<file path="config.mk">
export PLATFORM = sky130hd
export DESIGN_NAME = alu_issue_arbiter
export DESIGN_NICKNAME = d
export VERILOG_FILES = /design/src/rtl/alu_issue_arbiter_pkg.sv /design/src/rtl/alu_issue_arbiter_tag_delay_line.sv /design/src/rtl/alu_issue_arbiter.sv
export SDC_FILE = /design/constraint.sdc
export NUM_CORES = 1
export LEC_CHECK = 0
export CAP_MARGIN = 5
export CORE_AREA = 2 2 179 181
export CTS_CLUSTER_SIZE = 10
export DETAILED_ROUTE_END_ITERATION = 8
export DIE_AREA = 0 0 181 183
export PLACE_DENSITY = 0.6
export SLEW_MARGIN = 20
export SYNTH_ARGS = -nofsm -noshare
export SYNTH_HDL_FRONTEND = slang
export SYNTH_SLANG_ARGS = --single-unit
</file>
<file path="constraint.sdc">
create_clock -name clk -period 5.95 [get_ports clk]
set_input_delay 1.19 -clock clk [delete_from_list [all_inputs] [get_ports clk]]
set_output_delay 1.19 -clock clk [all_outputs]
set_load 0.02 [all_outputs]
</file>
<file path="src/rtl/alu_issue_arbiter_pkg.sv">
// Shared constants and owner-tag types for the ALU issue arbiter slice.
package alu_issue_arbiter_pkg;

    localparam int DEF_NREQ    = 4;
    localparam int DEF_WIDTH   = 64;
    localparam int DEF_LATENCY = 7;
    localparam int DEF_MAX_OUT = 3;

    localparam int OWNER_W = (DEF_NREQ > 1) ? $clog2(DEF_NREQ) : 1;

    typedef logic [OWNER_W-1:0] owner_t;

    typedef struct packed {
        logic   valid;
        owner_t owner;
    } tag_t;

endpackage

</file>
<file path="src/rtl/alu_issue_arbiter_tag_delay_line.sv">
// Fixed-depth shift register of {valid, owner} tags that travels alongside the
// shared unit's data stages; it never stalls.
module alu_issue_arbiter_tag_delay_line
    import alu_issue_arbiter_pkg::*;
#(
    parameter int DEPTH = DEF_LATENCY
) (
    input  logic               clk,
    input  logic               rst,
    input  logic               tag_valid,
    input  logic [OWNER_W-1:0] tag_owner,
    output logic               last_valid,
    output logic [OWNER_W-1:0] last_owner,
    output logic               any_valid
);

    tag_t stages [DEPTH];

    always_ff @(posedge clk) begin
        if (rst) begin
            for (int i = 0; i < DEPTH; i++) begin
                stages[i] <= '0;
            end
        end else begin
            stages[0] <= '{valid: tag_valid, owner: tag_owner};
            for (int i = 1; i < DEPTH; i++) begin
                stages[i] <= stages[i-1];
            end
        end
    end

    always_comb begin
        any_valid = 1'b0;
        for (int i = 0; i < DEPTH; i++) begin
            any_valid = any_valid | stages[i].valid;
        end
    end

    assign last_valid = stages[DEPTH-1].valid;
    assign last_owner = stages[DEPTH-1].owner;

endmodule

</file>
<file path="src/rtl/alu_issue_arbiter.sv">
// Round-robin issue arbiter sharing one fixed-latency pipelined unit among the
// cores, with a per-core cap on in-flight operations and tagged result return.
module alu_issue_arbiter
    import alu_issue_arbiter_pkg::*;
#(
    parameter int NREQ    = DEF_NREQ,
    parameter int WIDTH   = DEF_WIDTH,
    parameter int LATENCY = DEF_LATENCY,
    parameter int MAX_OUT = DEF_MAX_OUT
) (
    input  logic                  clk,
    input  logic                  rst,
    input  logic [NREQ-1:0]       req,
    input  logic [NREQ*WIDTH-1:0] req_data,
    output logic [NREQ-1:0]       grant,
    output logic [WIDTH-1:0]      unit_in,
    output logic                  unit_in_valid,
    input  logic [WIDTH-1:0]      unit_out,
    output logic [NREQ-1:0]       rsp_valid,
    output logic [WIDTH-1:0]      rsp_data,
    output logic                  busy
);

    localparam int CNT_W = $clog2(MAX_OUT + 1);

    logic [CNT_W-1:0] cnt [NREQ];
    logic [NREQ-1:0]  elig;
    logic [NREQ-1:0]  cnt_nz;
    logic [NREQ-1:0]  rsp_done;
    owner_t           ptr;
    owner_t           win;
    owner_t           idx;
    owner_t           unit_in_owner;
    logic             found;
    logic [WIDTH-1:0] win_data;
    logic             tag_last_valid;
    owner_t           tag_last_owner;
    logic             tag_any_valid;

    always_comb begin
        for (int i = 0; i < NREQ; i++) begin
            elig[i]     = req[i] && (cnt[i] < CNT_W'(MAX_OUT));
            cnt_nz[i]   = (cnt[i] != '0);
            rsp_done[i] = tag_last_valid && (tag_last_owner == OWNER_W'(i));
        end
    end

    // Scan from the pointer and wrap; reset suppresses any accept.
    always_comb begin
        found = 1'b0;
        win   = '0;
        idx   = '0;
        for (int k = 0; k < NREQ; k++) begin
            idx = OWNER_W'((int'(ptr) + k) % NREQ);
            if (!found && elig[idx]) begin
                found = 1'b1;
                win   = idx;
            end
        end
        if (rst) begin
            found = 1'b0;
        end
        grant = '0;
        if (found) begin
            grant[win] = 1'b1;
        end
    end

    always_comb begin
        win_data = '0;
        for (int i = 0; i < NREQ; i++) begin
            if (win == OWNER_W'(i)) begin
                win_data = req_data[i*WIDTH +: WIDTH];
            end
        end
    end

    always_ff @(posedge clk) begin
        if (rst) begin
            ptr           <= '0;
            unit_in       <= '0;
            unit_in_valid <= 1'b0;
            unit_in_owner <= '0;
            rsp_valid     <= '0;
            rsp_data      <= '0;
            for (int i = 0; i < NREQ; i++) begin
                cnt[i] <= '0;
            end
        end else begin
            unit_in_valid <= found;
            if (found) begin
                unit_in       <= win_data;
                unit_in_owner <= win;
                ptr           <= OWNER_W'((int'(win) + 1) % NREQ);
            end
            rsp_valid <= rsp_done;
            if (tag_last_valid) begin
                rsp_data <= unit_out;
            end
            // A grant and a returning response for the same core cancel out.
            for (int i = 0; i < NREQ; i++) begin
                if (grant[i] && !rsp_done[i]) begin
                    cnt[i] <= cnt[i] + 1'b1;
                end else if (!grant[i] && rsp_done[i]) begin
                    cnt[i] <= cnt[i] - 1'b1;
                end
            end
        end
    end

    alu_issue_arbiter_tag_delay_line #(
        .DEPTH (LATENCY)
    ) u_tags (
        .clk        (clk),
        .rst        (rst),
        .tag_valid  (unit_in_valid),
        .tag_owner  (unit_in_owner),
        .last_valid (tag_last_valid),
        .last_owner (tag_last_owner),
        .any_valid  (tag_any_valid)
    );

    assign busy = unit_in_valid | tag_any_valid | (|cnt_nz);

endmodule

</file>
==> metrics <==
outcome finished, final reports clean; required time of the critical path 4.76 ns; Via Count 8216; sequential share of the synthesized area 43.5%; Area Overhead vs Synth 71.4%; crit-path max FO 29; type of the worst setup path in -> out; Critical Path Start Type input port; setup violation total in the final timing report 0; CTS max path bufs 2; Inserted Clock Buffers 17; initial core utilization 25.1%; Final Hold Viols 0; DR pass1 iterations 7; Leakage 5.08 nW; layout cells sized above 1 4.99%; Yosys reg bits 166; Final Cycle Share 87.8%; gr busiest metal met2; RSZ-0062 raised after global routing false; Rows 65; YS warnings 0; Max Clock Skew 0.0153 ns; most frequent cells in the layout clkdlybuf4s50_1, dfxtp_1, nor2_1, a21oi_1, inv_1; number of DRC markers in iteration 0 347; wire per inst 19.2 um; DRT Wirelength 32700 um; Hold Slack 0.436 ns; worst slew pin tran 1.10 ns; vias in the first global route 8025; Crit path arrival time 4.03 ns; worst min path class reg -> reg; Distinct cells, synth 43; Final WS setup 0.728 ns; HPWL Detailed 24800 um; routing usage on met2 32.9%; Period minus WS final 5.22 ns; met1 Resource Use GR 22.1%; Pint 2.99 mW; CP Capture Type primary output; Reg power frac 30.3%; All-Layer GR Usage 19.1%; # clock sinks 166; Max VDD drop 0.180 mV; Skew-Pair Late Insertion Delay 0.43 ns; # Max-Cap Violations 0; Switch Pwr 1.78 mW; Async S/R FF share, synth 0%; max_slew headroom 26.8%; setup_tns 0 ns; GRT met3 Usage 6.67%; number of synthesized flops with an enable pin 8; DRT antenna net count 0; Die Y 183 um; core area 31200 um^2; CTS H-Tree Depth 4; die width 181 um; combinational fraction of design power 46.3%; register clock-pin slew on the reported worst setup and hold paths 0.07 ns; most common cell after layout, fill and taps aside clkdlybuf4s50_1; largest net degree at the start of global routing 74; total congestion overflow 0; cells after synthesis 878; fmax 191 MHz; quantity of gates resized following cts 0; via density per instance 4.81; Root Buffer clkbuf_16; syn_area_per_cell 8.92 um^2; Post-Syn Nets 1210; RePlAce Congestion 0.804; Place WS 0.704 ns; Sw Share 37.3%; initial antenna violation count 6; Slew Limit Fails 0; post-CTS setup buffers 0; Pwr per Cell Area 355 nW/um^2; hold_buf cts 0; final net count 1622; top_reg_cell synth dfxtp_1; CTS tree yes; FILL cells 3083; Clock power frac 23.4%; # port buffers 463; Cell Area, Synth 7830 um^2; drt drc 0; Die Area 33100 um^2; Ports 464; first-pass GRT wire length 48500 um
==> cell families after synthesis <==
logic type / count (synthesis) / share of synthesized area (%)
flip-flops: 166 / 43.5
XOR/XNOR: 4 / 0.447
buffers and inverters: 157 / 7.83
multiplexers: 64 / 8.18
adder cells (fa/ha/maj): 6 / 0.959
AND/OR/NAND/NOR: 198 / 11.3
AO/OA/AOI/OAI: 283 / 27.8
==> per-stage QoR <==
step / power [mW] / util [%] / area [um^2] / cells
after floorplan: 2.70 / - / 7830 / 878
after global routing: 5.06 / 43.0 / 13400 / 1709
after global placement: 3.69 / 41.1 / 12800 / 1673
final: 4.77 / 43.0 / 13400 / 1709
after CTS: 4.85 / 43.0 / 13400 / 1705
after detailed placement: 3.71 / 41.1 / 12800 / 1673
==> per-layer routing <==
layer	up-vias	part of all wire [%]
li1	4014	-
met1	3820	41
met2	344	48
met3	34	8.9
met4	4	2.1
met5	-	0.079
==> worst max-delay path, cell delays in order <==
cell and delay, ns:
clkdlybuf4s50_1 0.48, a21boi_2 0.32, a2bb2oi_1 0.19, o221ai_1 0.28, inv_1 0.26, ha_4 0.44
and3_1 0.22, clkdlybuf4s50_1 0.64
==> final timing paths <==
kind	slack, ns	start	cells past startpoint	endpoint
min reg2reg	0.44	u_tags.stages[0][0]	1	u_tags.stages[1][0]
max reg2reg	2.25	cnt[3][0]	10	unit_in[62]
max	0.73	req[1]	8	grant[1]
min	0.44	u_tags.stages[0][0]	1	u_tags.stages[1][0]
==> sequential cells by signal (all words and copies together), names as in the netlist <==
name	cells
unit_in_owner	2
ptr	2
rsp_valid	4
unit_in	64
cnt	8
u_tags.stages	21
unit_in_valid	1
rsp_data	64
==> cell usage after synthesis (all sizes together) (2+ instances only) <==
cell / n / area share, %
a31o: 3 / 0.34
nor2b: 24 / 1.9
nand3: 2 / 0.13
nor3: 3 / 0.19
and3: 7 / 0.56
a21oi: 72 / 4.6
nor4: 3 / 0.32
xor2: 3 / 0.34
nand4: 2 / 0.16
nand2: 7 / 0.34
ha: 6 / 0.96
inv: 69 / 3.3
or3: 3 / 0.24
a211o: 63 / 7.0
dfxtp: 158 / 40
nor2: 139 / 6.7
nand3b: 3 / 0.29
buf: 18 / 1.2
a21boi: 3 / 0.38
mux2i: 64 / 8.2
a211oi: 65 / 6.2
a221oi: 64 / 7.2
clkbuf: 70 / 3.4
edfxtp: 8 / 3.1
a2111oi: 3 / 1.1
o21a: 3 / 0.29
==> area by class of cell <==
class / count / area, um^2 / area share (%)
clock inverter: 13 / 136 / 1.02
antenna: 4 / 10.0 / 0.0746
clock buffer: 19 / 443 / 3.30
inverter: 69 / 259 / 1.93
sequential: 166 / 3410 / 25.4
timing repair buffer: 481 / 4800 / 35.7
multi-input combinational: 555 / 3870 / 28.8
tap: 402 / 503 / 3.75
==> power groups by stage <==
stage,Sequential [mW],Clock [mW],Combinational [mW]
floorplan,1.66,0,1.03
detailed placement,1.47,0,2.24
finish,1.45,1.12,2.21
CTS,1.45,1.15,2.25
global placement,1.46,0,2.23
global route,1.47,1.21,2.38
Power figures use the tool's default switching activity.
